### src/rtl/multicycle_sequencer.sv
// Multicycle control FSM for the RV32I core: fetch/decode/execute/memory/writeback
// over a shared datapath with variable-latency instruction and data memories.
//
//  state    | meaning
//  ---------+------------------------------------------------------------
//  S_FETCH  | request instruction; load IR and advance PC on imem_ready
//  S_DECODE | latch opcode; flag illegal opcodes and drop back to fetch
//  S_EXEC   | drive ALU controls from the latched opcode
//  S_MEM    | hold mem_read/mem_write until dmem_ready; stores retire here
//  S_WB     | register file write; R/I/LOAD retire here
//  S_ERR    | memory timeout; bus_error held until reset
module multicycle_sequencer #(
    parameter int TIMEOUT = 16,
    parameter int CNT_W   = 32
) (
    input  logic             clk,
    input  logic             reset,
    input  logic [6:0]       opcode,
    input  logic             imem_ready,
    input  logic             dmem_ready,
    output logic             imem_req,
    output logic             ir_write,
    output logic             pc_write,
    output logic             reg_write,
    output logic             mem2reg,
    output logic             alu_src,
    output logic             mem_read,
    output logic             mem_write,
    output logic [1:0]       alu_op,
    output logic             illegal_instr,
    output logic             bus_error,
    output logic [CNT_W-1:0] instret
);

    localparam logic [6:0] OP_R  = 7'b0110011;
    localparam logic [6:0] OP_I  = 7'b0010011;
    localparam logic [6:0] OP_LD = 7'b0000011;
    localparam logic [6:0] OP_ST = 7'b0100011;
    localparam int         WC_W  = (TIMEOUT > 2) ? $clog2(TIMEOUT) : 1;

    typedef enum logic [2:0] {
        S_FETCH,
        S_DECODE,
        S_EXEC,
        S_MEM,
        S_WB,
        S_ERR
    } state_t;

    state_t            state, state_d;
    logic [6:0]        op_q;
    logic [WC_W-1:0]   wait_cnt;
    logic              is_r, is_i, is_ld, is_st;
    logic              legal_in;
    logic              timed_out;
    logic              retire;
    logic [1:0]        alu_op_sel;

    assign is_r  = (op_q == OP_R);
    assign is_i  = (op_q == OP_I);
    assign is_ld = (op_q == OP_LD);
    assign is_st = (op_q == OP_ST);

    assign legal_in = (opcode == OP_R) || (opcode == OP_I) ||
                      (opcode == OP_LD) || (opcode == OP_ST);

    assign timed_out  = (TIMEOUT != 0) && (wait_cnt == WC_W'(TIMEOUT - 1));
    assign retire     = (state == S_WB) || ((state == S_MEM) && dmem_ready && is_st);
    assign alu_op_sel = is_r ? 2'b10 : (is_i ? 2'b11 : 2'b00);

    always_comb begin
        state_d = state;
        case (state)
            S_FETCH: begin
                if (imem_ready)     state_d = S_DECODE;
                else if (timed_out) state_d = S_ERR;
            end
            S_DECODE: state_d = legal_in ? S_EXEC : S_FETCH;
            S_EXEC:   state_d = (is_ld || is_st) ? S_MEM : S_WB;
            S_MEM: begin
                if (dmem_ready)     state_d = is_ld ? S_WB : S_FETCH;
                else if (timed_out) state_d = S_ERR;
            end
            S_WB:     state_d = S_FETCH;
            S_ERR:    state_d = S_ERR;
            default:  state_d = S_FETCH;
        endcase
    end

    always_ff @(posedge clk or negedge reset) begin
        if (!reset) begin
            state    <= S_FETCH;
            op_q     <= '0;
            wait_cnt <= '0;
            instret  <= '0;
        end else begin
            state <= state_d;
            if (state == S_DECODE) op_q <= opcode;
            // any state change clears the counter, which covers entry to FETCH/MEM
            if (state_d != state)
                wait_cnt <= '0;
            else if ((state == S_FETCH) || (state == S_MEM))
                wait_cnt <= wait_cnt + 1'b1;
            if (retire) instret <= instret + 1'b1;
        end
    end

    always_comb begin
        imem_req      = 1'b0;
        ir_write      = 1'b0;
        pc_write      = 1'b0;
        reg_write     = 1'b0;
        mem2reg       = 1'b0;
        alu_src       = 1'b0;
        mem_read      = 1'b0;
        mem_write     = 1'b0;
        alu_op        = 2'b00;
        illegal_instr = 1'b0;
        bus_error     = 1'b0;
        case (state)
            S_FETCH: begin
                imem_req = 1'b1;
                ir_write = imem_ready;
                pc_write = imem_ready;
            end
            S_DECODE: illegal_instr = !legal_in;
            S_EXEC: begin
                alu_op  = alu_op_sel;
                alu_src = is_i || is_ld || is_st;
            end
            S_MEM: begin
                mem_read  = is_ld;
                mem_write = is_st;
                alu_src   = 1'b1;
            end
            S_WB: begin
                reg_write = 1'b1;
                mem2reg   = is_ld;
                alu_op    = alu_op_sel;
                alu_src   = is_i || is_ld;
            end
            S_ERR:   bus_error = 1'b1;
            default: ;
        endcase
        // the reset state is FETCH, but no strobe may be seen while reset is held
        if (!reset) begin
            imem_req      = 1'b0;
            ir_write      = 1'b0;
            pc_write      = 1'b0;
            reg_write     = 1'b0;
            mem2reg       = 1'b0;
            alu_src       = 1'b0;
            mem_read      = 1'b0;
            mem_write     = 1'b0;
            alu_op        = 2'b00;
            illegal_instr = 1'b0;
            bus_error     = 1'b0;
        end
    end

endmodule

### config.mk
export PLATFORM = sky130hd
export DESIGN_NAME = multicycle_sequencer
export DESIGN_NICKNAME = d
export VERILOG_FILES = /design/src/rtl/multicycle_sequencer.sv
export SDC_FILE = /design/constraint.sdc
export NUM_CORES = 1
export LEC_CHECK = 0
export ABC_AREA = 1
export BUFFER_PORTS_ARGS = -buffer_cell sky130_fd_sc_hd__buf_2
export CORE_MARGIN = 2
export CORE_UTILIZATION = 30
export CTS_BUF_LIST = sky130_fd_sc_hd__clkbuf_16
export DETAILED_ROUTE_END_ITERATION = 6
export GPL_TIMING_DRIVEN = 0
export HOLD_SLACK_MARGIN = 0.15
export PLACE_DENSITY_LB_ADDON = 0.05
export SYNTH_ARGS = -nofsm -noshare
export SYNTH_HDL_FRONTEND = slang
export SYNTH_SLANG_ARGS = --single-unit
### constraint.sdc
create_clock -name clk -period 1.9 [get_ports clk]
set_input_delay 0.285 -clock clk [delete_from_list [all_inputs] [get_ports clk]]
set_output_delay 0.285 -clock clk [all_outputs]
set_load 0.1 [all_outputs]
==> flow_summary.json <==
{
  "period_minus_slack_ps": 1910,
  "avgSynthCellArea_um2": 6.70,
  "core_um2": 9280,
  "dp_hpwl_um": 6230,
  "ff_latch_area_um2": 1190,
  "path_cells": "nor2_2 -> nand2_2 -> inv_4 -> nand2_4 -> nor4b_4 -> buf_6",
  "path_buf_inv": 2,
  "cts.sinks": 46,
  "cellPowerDensity_nw_per_um2": 844,
  "synthTopCellsByArea": "dfrtp_1, nand2_1, nor2_1, inv_1, nand3_1",
  "rsz0062_at_grt": "true",
  "drtAntennaViolNets": 0,
  "cap_violations": 0,
  "nFillCells": 985,
  "finalWorstSetupSlack_ps": -8.96,
  "endpoint_kind": "output port",
  "ys_seq_area_share_pct": 39.9,
  "seq_power_share_pct": 38.4,
  "cts-root-buf": "clkbuf_16",
  "track_usage_pct": 16.8,
  "drive_gt1_share_pct": 29.2,
  "grt_max_degree": 47,
  "io_buffer_count": 54,
  "cts_made_buffers": 5,
  "gr-total-overflow": 0,
  "netlist.area_leader.share_pct": 39.9,
  "synth_area_um2": 2880,
  "area_growth_pct": 37.9,
  "multiInputGateArea_um2": 1710,
  "maxSlewHeadroom_pct": 67.5,
  "fin_crit_sh_pct": 100,
  "required_ps": 1620,
  "num-nets-final": 519,
  "cts.clk_slew.worst_paths_ps": 70,
  "path_delay_family": "simple AND/OR/NAND/NOR gates",
  "path_max_fanout": 4,
  "die_area_um2": 10400,
  "synth_area_leader_cell": "dfrtp_1",
  "ys_types": 25,
  "final.setup.tns_ps": -8.96,
  "dr.pass1.iters": 4,
  "antenna_found_initial": 0,
  "die_x_um": 102,
  "ctsHtreeMaxLevel": 2,
  "post-place-ws_ps": -1210,
  "wl_per_cell_um": 13.1,
  "status": "complete, but fails checks",
  "switching_power_mw": 1.44,
  "stdcell_area_um2": 3970,
  "setup_viol": 1,
  "hold_class": "primary input to flop",
  "grt_pass1_wl_um": 13600,
  "viasPerCell": 4.57,
  "cts_buffer_depth": 2,
  "slew_viol_final": 0,
  "power_frac_clock_pct": 25.2,
  "ys_seq_elements": 46,
  "diodes": 0,
  "yosysWarnings": 0,
  "max_slew.worst_pin.slew_ps": 484,
  "synthesis.nets": 443,
  "fp-row-count": 35,
  "critPathArrivalTime_ps": 1620,
  "start_kind": "flop",
  "place_congestion": 0.880,
  "clkLatencyLatePin_ps": 290,
  "vias": 2906,
  "die_y_um": 102,
  "ir_drop_mv": 0.340,
  "power_mw": 3.35,
  "swShare_pct": 42.9,
  "cts_tree": "yes",
  "placed_cell_area_um2": 3470,
  "grt_pass1_vias": 2732,
  "syn_inst": 430,
  "skew_ps": 5.82,
  "start_util_pct": 31.0,
  "pin_count": 55,
  "wl_um": 8310,
  "violations": "negative setup slack",
  "power.leakage_nw": 1.88,
  "fmaxAchievable_mhz": 524,
  "max_stage_delay_ps": 390,
  "hold_viol_final": 0,
  "internal_power_mw": 1.91,
  "cp_slowest_cell": "dfrtp_1",
  "drc": 0,
  "drt-initial-drc-count": 139,
  "setup.worst_path.class": "flop to output port",
  "pwr-share-comb_pct": 36.3
}
==> layout by cell type, fill, tap and decap left out, types with 6 or more instances in the layout <==
cell / count
buf_12: 8
buf_6: 6
o21ai_0: 15
nor3_4: 6
dfrtp_1: 20
nand3b_1: 8
buf_4: 14
xor2_1: 11
inv_1: 34
buf_2: 42
nand2_1: 178
nor2_2: 9
nand3_1: 23
dfrtp_2: 24
nor3_1: 10
nor2_1: 45
==> flip-flops by register name, summed over array words and instances, names as in the netlist <==
register  flops
instret      32
op_q          7
state         3
wait_cnt      4
==> metal layers <==
metal	GRT usage [%]	share of wire (%)	vias up
met5	0	0	-
met2	24.7	42	60
li1	-	-	1494
met4	3.38	0.65	0
met1	25.4	53	1348
met3	3.56	4.4	4
==> final timing paths <==
| path | startpoint | end | slack (ps) | cells past startpoint |
|---|---|---|---|---|
| worst max-delay path | op_q[3] | alu_op[1] | -9 | 6 |
| worst min-delay path | opcode[4] | op_q[4] | 210 | 3 |
| worst max register to register | instret[0] | instret[20] | 150 | 9 |
| worst min register to register | op_q[0] | op_q[0] | 480 | 2 |
| max in group asynchronous | reset | instret[22] | 1030 | 3 |
| min in group asynchronous | reset | wait_cnt[2] | 630 | 3 |
==> power by group through the flow <==
| stage | Clock, mW | Sequential, mW | Combinational, mW |
|---|---|---|---|
| floorplan | 0 | 1.73 | 0.438 |
| detailed placement | 0 | 1.30 | 1.10 |
| finish | 0.846 | 1.29 | 1.22 |
| global route | 0.927 | 1.31 | 1.30 |
| CTS | 0.883 | 1.29 | 1.20 |
| global placement | 0 | 1.29 | 1.09 |
==> cell usage after synthesis <==
library cell,instances
a21boi_0,1
a21oi_1,3
buf_2,1
buf_4,2
buf_6,3
dfrtp_1,46
ha_1,2
inv_1,38
inv_2,2
mux2i_1,1
nand2_1,183
nand2_2,2
nand3_1,24
nand3_2,1
nand3b_1,8
nand4_1,4
nor2_1,56
nor2_2,3
nor3_1,16
nor4b_1,1
o21ai_0,15
o21ai_1,1
xnor2_1,5
xnor2_2,1
xor2_1,11
==> final cells by class <==
class                           count  share of cell area, %
Clock inverter                      3                  0.346
Clock buffer                        5                   3.15
Sequential cell                    46                   29.9
Tap cell                          129                   4.06
Inverter                           40                   4.00
Buffer                              6                   1.67
Multi-Input combinational cell    338                   43.0
Timing Repair Buffer               69                   13.9
==> stage by stage <==
stage                     hold WS [ps]  util [%]  std cells
after CTS                          206      41.8        633
after global placement             459      37.3        613
after detailed placement           469      37.3        613
after global routing               230      42.8        636
after floorplan                  -10.6         -        430
final                              206      42.8        636
==> worst min-delay path: cells and delay by family <==
kind | cells | cell delay [ps]
and+or+nand+nor | 2 | 100
buffers and inverters | 1 | 80
==> cell families after synthesis <==
logic type	Yosys count	share of synthesized area, %
adders and majority gates	2	0.868
muxes	1	0.347
and+or+nand+nor	298	42.8
AOI/OAI and AO/OA	20	3.56
buffers and inverters	46	7.08
DFF	46	39.9
xor gates and xnor gates	17	5.43
==> timing repair <==
action | 4_1_cts | 5_1_grt
gates resized for setup | 43 | 21
endpoints found under the hold margin | 46 | 0
setup buffers | 10 | 3
setup endpoints to repair | 12 | 13
pin swaps | 6 | 9
hold buffers | 2 | 0
(Power assumes the default switching activity.)
